`src/rtl/serial_sub_pkg.sv`:
```
`default_nettype none
// ============================================================================
//  Module      : serial_sub_pkg
//  Description : Shared types for the bit-serial subtractor: the FSM state
//                encoding used by serial_sub.
//  Revision    : 1.0 - initial release
// ============================================================================
package serial_sub_pkg;

  // Explicit encodings. The unused value 2'd3 is treated as illegal and
  // recovers to ST_IDLE in the top-level next-state logic.
  typedef enum logic [1:0] {
    ST_IDLE = 2'd0,
    ST_RUN  = 2'd1,
    ST_DONE = 2'd2
  } state_e;

endpackage : serial_sub_pkg
`default_nettype wire

```
`src/rtl/serial_sub_sub1bit.sv`:
```
`default_nettype none
// ============================================================================
//  Module      : serial_sub_sub1bit
//  Description : Combinational 1-bit full subtractor, the mirror of the 1-bit
//                adder cell. Computes x - y - bi.
//  Ports       : x  (in)  minuend bit
//                y  (in)  subtrahend bit
//                bi (in)  borrow in
//                d  (out) difference bit
//                bo (out) borrow out
//  Revision    : 1.0 - initial release
// ============================================================================
module serial_sub_sub1bit
  import serial_sub_pkg::*;
(
  input  logic x,
  input  logic y,
  input  logic bi,
  output logic d,
  output logic bo
);

  assign d  = x ^ y ^ bi;
  // Borrow when x < y, or when x == y and a borrow is already pending.
  assign bo = (~x & y) | (~(x ^ y) & bi);

endmodule : serial_sub_sub1bit
`default_nettype wire

```
`src/rtl/serial_sub.sv`:
```
`default_nettype none
// ============================================================================
//  Module      : serial_sub
//  Description : Bit-serial WIDTH-bit subtractor. diff = (a - b - b_in) mod
//                2^WIDTH computed LSB first, one bit per clock, through a
//                single full-subtractor cell and a borrow flop.
//  Ports       : clk   (in)  clock, rising edge
//                rst   (in)  synchronous reset, active-high
//                start (in)  request; a, b, b_in sampled when accepted
//                a     (in)  minuend, WIDTH bits
//                b     (in)  subtrahend, WIDTH bits
//                b_in  (in)  borrow in
//                busy  (out) high while an operation is in progress
//                done  (out) one-cycle pulse, diff/b_out just updated
//                diff  (out) result, held until the next done
//                b_out (out) borrow out, 1 iff a < b + b_in
//  Revision    : 1.0 - initial release
// ============================================================================
module serial_sub
  import serial_sub_pkg::*;
#(
  parameter int WIDTH = 8
) (
  input  logic             clk,
  input  logic             rst,
  input  logic             start,
  input  logic [WIDTH-1:0] a,
  input  logic [WIDTH-1:0] b,
  input  logic             b_in,
  output logic             busy,
  output logic             done,
  output logic [WIDTH-1:0] diff,
  output logic             b_out
);

  localparam int            CW   = $clog2(WIDTH) + 1;
  localparam logic [CW-1:0] LAST = CW'(WIDTH - 1);
  localparam logic [CW-1:0] ONE  = CW'(1);

  state_e           state_q, state_d;
  logic [CW-1:0]    count_q, count_d;
  logic [WIDTH-1:0] a_sh_q, a_sh_d;
  logic [WIDTH-1:0] b_sh_q, b_sh_d;
  logic [WIDTH-1:0] r_sh_q, r_sh_d;
  logic             brw_q, brw_d;
  logic [WIDTH-1:0] diff_q, diff_d;
  logic             b_out_q, b_out_d;
  logic             busy_q, busy_d;
  logic             done_q, done_d;

  logic             cell_d;
  logic             cell_bo;
  logic [WIDTH-1:0] r_next;

  serial_sub_sub1bit u_cell (
    .x  (a_sh_q[0]),
    .y  (b_sh_q[0]),
    .bi (brw_q),
    .d  (cell_d),
    .bo (cell_bo)
  );

  // Result register after this cycle's bit enters at the MSB; on the last
  // RUN cycle this is the complete difference.
  assign r_next = {cell_d, r_sh_q[WIDTH-1:1]};

  always_comb begin
    state_d = state_q;
    count_d = count_q;
    a_sh_d  = a_sh_q;
    b_sh_d  = b_sh_q;
    r_sh_d  = r_sh_q;
    brw_d   = brw_q;
    diff_d  = diff_q;
    b_out_d = b_out_q;

    case (state_q)
      ST_IDLE, ST_DONE: begin
        if (start) begin
          a_sh_d  = a;
          b_sh_d  = b;
          brw_d   = b_in;
          count_d = '0;
          state_d = ST_RUN;
        end else begin
          state_d = ST_IDLE;
        end
      end
      ST_RUN: begin
        a_sh_d  = {1'b0, a_sh_q[WIDTH-1:1]};
        b_sh_d  = {1'b0, b_sh_q[WIDTH-1:1]};
        r_sh_d  = r_next;
        brw_d   = cell_bo;
        count_d = count_q + ONE;
        if (count_q == LAST) begin
          diff_d  = r_next;
          b_out_d = cell_bo;
          state_d = ST_DONE;
        end
      end
      default: state_d = ST_IDLE;
    endcase

    // Status outputs are registered copies of the upcoming state.
    busy_d = (state_d == ST_RUN);
    done_d = (state_d == ST_DONE);
  end

  always_ff @(posedge clk) begin
    if (rst) begin
      state_q <= ST_IDLE;
      count_q <= '0;
      a_sh_q  <= '0;
      b_sh_q  <= '0;
      r_sh_q  <= '0;
      brw_q   <= 1'b0;
      diff_q  <= '0;
      b_out_q <= 1'b0;
      busy_q  <= 1'b0;
      done_q  <= 1'b0;
    end else begin
      state_q <= state_d;
      count_q <= count_d;
      a_sh_q  <= a_sh_d;
      b_sh_q  <= b_sh_d;
      r_sh_q  <= r_sh_d;
      brw_q   <= brw_d;
      diff_q  <= diff_d;
      b_out_q <= b_out_d;
      busy_q  <= busy_d;
      done_q  <= done_d;
    end
  end

  assign busy  = busy_q;
  assign done  = done_q;
  assign diff  = diff_q;
  assign b_out = b_out_q;

endmodule : serial_sub
`default_nettype wire

```
`config.mk`:
```
export PLATFORM = sky130hd
export DESIGN_NAME = serial_sub
export DESIGN_NICKNAME = d
export VERILOG_FILES = /design/src/rtl/serial_sub_pkg.sv /design/src/rtl/serial_sub_sub1bit.sv /design/src/rtl/serial_sub.sv
export SDC_FILE = /design/constraint.sdc
export NUM_CORES = 1
export LEC_CHECK = 0
export ABC_AREA = 1
export CORE_MARGIN = 3
export CORE_UTILIZATION = 56
export DETAILED_ROUTE_END_ITERATION = 8
export PLACE_DENSITY = 0.83
export SETUP_SLACK_MARGIN = 0.2
export SYNTH_ARGS = -nofsm -noshare
export SYNTH_HDL_FRONTEND = slang
export SYNTH_SLANG_ARGS = --single-unit
```
`constraint.sdc`:
```
create_clock -name clk -period 1.8 [get_ports clk]
set_input_delay 0.45 -clock clk [delete_from_list [all_inputs] [get_ports clk]]
set_output_delay 0.45 -clock clk [all_outputs]
set_load 0.01 [all_outputs]
```
==> results of run 1 <==
[cells in the final DEF, fill, tap and decap left out, types with 2 or more instances in the layout]
master           instances
dlygate4sd2_1           11
nand2_1                 33
dfxtp_1                 41
o21ai_1                  2
nand3_2                  4
clkbuf_4                 5
nor2_4                   2
nand3_1                 64
clkdlybuf4s50_1         19
inv_1                   20
a21oi_1                 23
o21ai_0                  7
clkbuf_1                 3
nor2_1                  22
buf_4                    6
nand2_4                  2
[path summary, 6_finish.rpt]
| kind | endpoint | slack (ns) |
|---|---|---|
| max | diff[2] | 0.39 |
| min | r_sh_q[1]$_SDFFE_PP0P_ | 0.46 |
| max reg2reg | diff[3]$_SDFFE_PP0P_ | 0.49 |
| min reg2reg | r_sh_q[1]$_SDFFE_PP0P_ | 0.46 |
[registers in the layout (all words and copies together) (netlist names)]
register	cells
a_sh_q	8
b_sh_q	8
diff	8
r_sh_q	7
count_q	4
state_q	2
b_out	1
brw_q	1
busy	1
done	1
[where the power goes]
group | internal, mW | switching [mW] | leakage, nW | total (mW)
clock network | 0.156 | 0.279 | 0.0265 | 0.435
registers | 0.954 | 0.0305 | 0.335 | 0.985
logic | 0.106 | 0.143 | 0.602 | 0.248
total | 1.22 | 0.452 | 0.964 | 1.67
[final cells by class]
| type | instances | area (µm²) | area share |
|---|---|---|---|
| Tap cell | 44 | 55.1 | 0.0252 |
| Clock buffer | 8 | 48.8 | 0.0223 |
| Multi-Input combinational cell | 164 | 840 | 0.384 |
| Timing Repair Buffer | 36 | 332 | 0.152 |
| Inverter | 23 | 88.8 | 0.0407 |
| Sequential cell | 41 | 821 | 0.376 |
[per-stage QoR]
step	instance area, µm²	hold slack [ns]	util	worst slack (ns)	instances
finish	2180	0.464	0.698	0.388	316
CTS	2180	0.468	0.698	0.379	316
detailed placement	2150	0.452	0.687	0.0829	308
floorplan	1870	0.431	-	0.660	244
global route	2180	0.497	0.698	0.337	316
global placement	2150	0.441	0.687	0.114	308
[worst min-delay path: stages (launching register included)]
cell and delay [ns]:
dfxtp_1 0.32, inv_1 0.06, a21oi_1 0.05
[metal layers]
layer | GRT usage | up-vias | part of all wire | routed length (µm)
li1 | - | 853 | - | -
met1 | 0.278 | 720 | 0.47 | 1770
met2 | 0.302 | 41 | 0.47 | 1760
met3 | 0.0387 | 5 | 0.047 | 175
met4 | 0.0809 | 0 | 0.0091 | 34
met5 | 0 | - | 0 | 0
[kinds of logic (layout without fill, tap and decap cells)]
family / count (synthesis) / in the layout / share of synthesized area
AO/OA/AOI/OAI: 33 / 33 / 0.0903
adder cells (fa/ha/maj): 2 / 2 / 0.0174
AND/OR/NAND/NOR: 129 / 129 / 0.341
buffers and inverters: 39 / 67 / 0.112
flip-flops: 41 / 41 / 0.439
==> flow_summary.json, run 1 <==
{
  "yosysTopAreaCell": "dfxtp_1",
  "cts_resized": 11,
  "die_h_um": 63.8,
  "num_vias": 1619,
  "critical_path_arrival_ns": 0.96,
  "track_usage": 0.200,
  "path_clk_slew_ns": 0.11,
  "die_area_um2": 4070,
  "syn_to_final_growth_pct": 16.8,
  "htree_levels": 2,
  "finalSetupTns_ns": 0,
  "netlist-cell-type-count": 25,
  "reg2reg_from": "count_q[1]$_SDFFE_PP0P_",
  "synth-main-ff-cell": "dfxtp_1",
  "num-fill-cells": 282,
  "synth_top_area_frac": 0.439,
  "clock_skew_ns": 0.00781,
  "finalSetupViolations": 0,
  "postCtsSetupBuffers": 0,
  "leakagePower_nw": 0.964,
  "synthesis.instances": 244,
  "fp-row-count": 20,
  "hold_violations": 0,
  "detail-route-antenna-nets": 0,
  "holdBufCountCts": 0,
  "slowest_delay_ns": 0.35,
  "synth.most_common_cell": "nand3_1",
  "drtIter0Drc": 104,
  "fin_crit_ns": 1.41,
  "root_buffer": "clkbuf_4",
  "async_flop_share": 0,
  "drive_gt1_frac": 0.0882,
  "cap_violations": 0,
  "min_path_cells": 2,
  "grt_overflow": 0,
  "min_from": "r_sh_q[1]$_SDFFE_PP0P_",
  "vias_per_cell": 5.12,
  "core-area_um2": 3130,
  "slew_violations": 0,
  "r2r.worst_path.cells": 6,
  "synth_fp_nets": 266,
  "antenna_found_initial": 0,
  "p_total_mw": 1.67,
  "slew_headroom": 0.752,
  "netlist_area_um2": 1870,
  "grt_pass1_vias": 1445,
  "ys_seq_elements": 41,
  "yosysSeqAreaShare": 0.439,
  "initial_core_util": 0.598,
  "ys_top_cells_by_count": "64 x nand3_1, 41 x dfxtp_1, 33 x nand2_1",
  "drc_errors": 0,
  "grt_max_degree": 30,
  "cts_max_path_buffers": 2,
  "worst_pin_slew_ns": 0.371,
  "totalWireLength_um": 3750,
  "peakVddDrop_v": 0.000433,
  "hp-class": "reg -> reg",
  "startpoint_type": "flip-flop",
  "cts_tree": "built",
  "io_buffers": 30,
  "wl_per_cell_um": 11.9,
  "crit_path_cell_trace": "dlygate4sd2_1",
  "rsz0062_at_grt": "false",
  "fin_nets": 293,
  "gp_congestion": 0.804,
  "synthTopCellsByArea": "dfxtp_1 44%, nand3_1 17%, nand2_1 6.6%, a21oi_1 6.2%, nor2_1 4.4%",
  "cts_buffers": 5,
  "critical_path_class": "reg -> out",
  "grt_pass1_wl_um": 6530,
  "top_level_ports": 31,
  "ys_warn_count": 0,
  "die_x_um": 63.8,
  "insertion_delay_ns": 0.34,
  "dp_hpwl_um": 2540,
  "p_per_area_nw_per_um2": 764,
  "cp.depth": 1,
  "fin_crit_sh": 0.785,
  "endpoint_kind": "primary output",
  "antenna_cells": 0,
  "first_pass_iters": 5,
  "critPathTopFamily": "flip-flops",
  "worst-path-buf-inv": 1,
  "fmax_mhz": 708,
  "crit_fanout": 2,
  "avgSynthCellArea_um2": 7.67,
  "status": "complete, no violations",
  "cts_sinks": 41,
  "crit_required_ns": 1.35,
  "slowest_stage": "dfxtp_1",
  "synth-edff-count": 0,
  "startpoint": "diff[2]$_SDFFE_PP0P_"
}
Power figures use the tool's default switching activity.
==> inputs of run 2 (changes only) <==
- CORE_UTILIZATION: 56 -> 52
- PLACE_DENSITY: 0.83 -> 0.78
- clock period: 1.8 -> 1.3 ns (I/O delays scaled with it)
==> run 2 against run 1 <==
Combinational power grew 100%. Utilization rose by 7.1 points. Highest routed layer unchanged. Critical path type is now reg -> reg. Global-route usage fell by 0.31 points. Non-clock buffer count up 21. Critical endpoint is now diff[7]$_SDFFE_PP0P_. Final area is 19% higher. Register-to-register slack lost 0.38 ns. Routed wire length up 21%. Largest cell class unchanged. Power up 56%. Die area rose by 7.0%. First-iteration DRC count shrank 1.9%. Via count rose by 12%. Clock-buffer cell count decreased by 1.
==> flow_summary.json, run 2 (synthesis gave the netlist of run 1 again) <==
{
  "cap_violations": 0,
  "track_usage": 0.196,
  "fin_crit_ns": 1.19,
  "io_buffers": 30,
  "startpoint_type": "flip-flop",
  "cts_buffers": 5,
  "grt_overflow": 0,
  "r2r-end": "diff[7]$_SDFFE_PP0P_",
  "whs_ns": 0.465,
  "reg2reg_from": "brw_q$_SDFFE_PP0P_",
  "htree_levels": 2,
  "slew_violations": 0,
  "hp-class": "in -> reg",
  "antenna_found_initial": 0,
  "insertion_delay_ns": 0.35,
  "final_common_cell": "nand3_1",
  "cts_sinks": 41,
  "fin_nets": 316,
  "drtIter0Drc": 102,
  "num_vias": 1815,
  "clock_skew_ns": 0.0168,
  "grt_pass1_vias": 1517,
  "num-fill-cells": 229,
  "rrSetupSlack_ns": 0.11,
  "grt_max_degree": 31,
  "detail-route-antenna-nets": 0,
  "path_clk_slew_ns": 0.12,
  "final_util": 0.769,
  "gp_congestion": 0.806,
  "rsz0062_at_grt": "true",
  "syn_to_final_growth_pct": 39.4,
  "drive_gt1_frac": 0.308,
  "fp-row-count": 21,
  "fmax_mhz": 838,
  "place_ws_ns": -0.167,
  "leakagePower_nw": 1.13,
  "cts_tree": "built",
  "min_path_cells": 5,
  "die_h_um": 66.0,
  "drc_errors": 0,
  "endpoint_kind": "flip-flop",
  "hold_violations": 0,
  "die_area_um2": 4350,
  "status": "complete, no violations",
  "cts_max_path_buffers": 2,
  "crit_fanout": 2,
  "critical_path_arrival_ns": 1.46,
  "wl_per_cell_um": 13.3,
  "mostFrequentLayoutCells": "62 x nand3_1, 32 x nand2_1, 23 x dfxtp_1",
  "critical_path_class": "reg -> reg",
  "finalSetupViolations": 0,
  "whs_endpoint": "count_q[0]$_SDFFE_PP0P_",
  "crit_required_ns": 1.57,
  "totalWireLength_um": 4530,
  "min_from": "start",
  "die_x_um": 66.0,
  "grt_pass1_wl_um": 6670,
  "vias_per_cell": 5.32,
  "holdBufCountCts": 0,
  "multiInputGateArea_um2": 933,
  "top_level_ports": 31,
  "fin_crit_sh": 0.918,
  "first_pass_iters": 6,
  "initial_core_util": 0.552,
  "core-area_um2": 3390,
  "r2r.worst_path.cells": 4,
  "peakVddDrop_v": 0.000762,
  "worst_pin_slew_ns": 0.252,
  "dp_hpwl_um": 2650,
  "root_buffer": "clkbuf_4",
  "postLayoutSetupSlackWorst_ns": 0.106,
  "ff_latch_area_um2": 846,
  "antenna_cells": 0,
  "p_per_area_nw_per_um2": 996,
  "slew_headroom": 0.832
}
## run 2: worst max-delay path, stage by stage, from the launching register on
cell     delay [ns]
dfxtp_2        0.35
fa_1           0.57
nand3_1        0.09
nand2_1        0.07
nor2_1         0.03
## run 2: stage by stage
step                      TNS, ns  instance area, µm²  power, mW  std cells
after global placement      -3.23                2290       1.79        323
final                           0                2610       2.60        341
after floorplan                 0                1870       1.65        244
after CTS                       0                2450       2.51        335
after global routing            0                2610       2.73        341
after detailed placement    -3.79                2290       1.80        323
## run 2: how the worst max path moves through the flow
stage	from	endpoint	slack (ns)	cells after the start
2_1_floorplan	brw_q$_SDFFE_PP0P_	diff[7]$_SDFFE_PP0P_	0.18	4
3_3_place_gp	start	busy$_SDFF_PP0_	-0.14	6
3_5_place_dp	start	busy$_SDFF_PP0_	-0.17	6
4_1_cts	brw_q$_SDFFE_PP0P_	diff[7]$_SDFFE_PP0P_	0.12	4
5_1_grt	count_q[0]$_SDFFE_PP0P_	diff[1]$_SDFFE_PP0P_	0.04	6
6_report	brw_q$_SDFFE_PP0P_	diff[7]$_SDFFE_PP0P_	0.11	4
## run 2: cell type report
class                      count  share of cell area
inverter                      23              0.0360
clock inverter                 1             0.00192
tap                           46              0.0221
timing repair buffer          57               0.233
clock buffer                   7              0.0250
sequential                    41               0.324
multi-input combinational    166               0.358
## run 2: routing by layer
| layer | wire length (µm) | GRT usage | up-vias |
|---|---|---|---|
| li1 | - | - | 907 |
| met1 | 1950 | 0.274 | 847 |
| met2 | 2280 | 0.300 | 53 |
| met3 | 252 | 0.0561 | 8 |
| met4 | 46 | 0.0457 | 0 |
| met5 | 0 | 0 | - |
## run 2: timing repair
item / 4_1_cts / 5_1_grt
hold endpoints to repair: 0 / 0
setup buffers: 3 / 5
resized for setup: 75 / 28
endpoints found under the setup margin: 43 / 48
pin swaps: 1 / 8
cloned: 1 / 1
## run 2: report_power, final
| group | internal [mW] | total, mW | switching, mW | leakage [nW] |
|---|---|---|---|---|
| Combinational | 0.252 | 0.502 | 0.250 | 0.743 |
| Clock | 0.314 | 0.724 | 0.410 | 0.0413 |
| Sequential | 1.32 | 1.37 | 0.0464 | 0.344 |
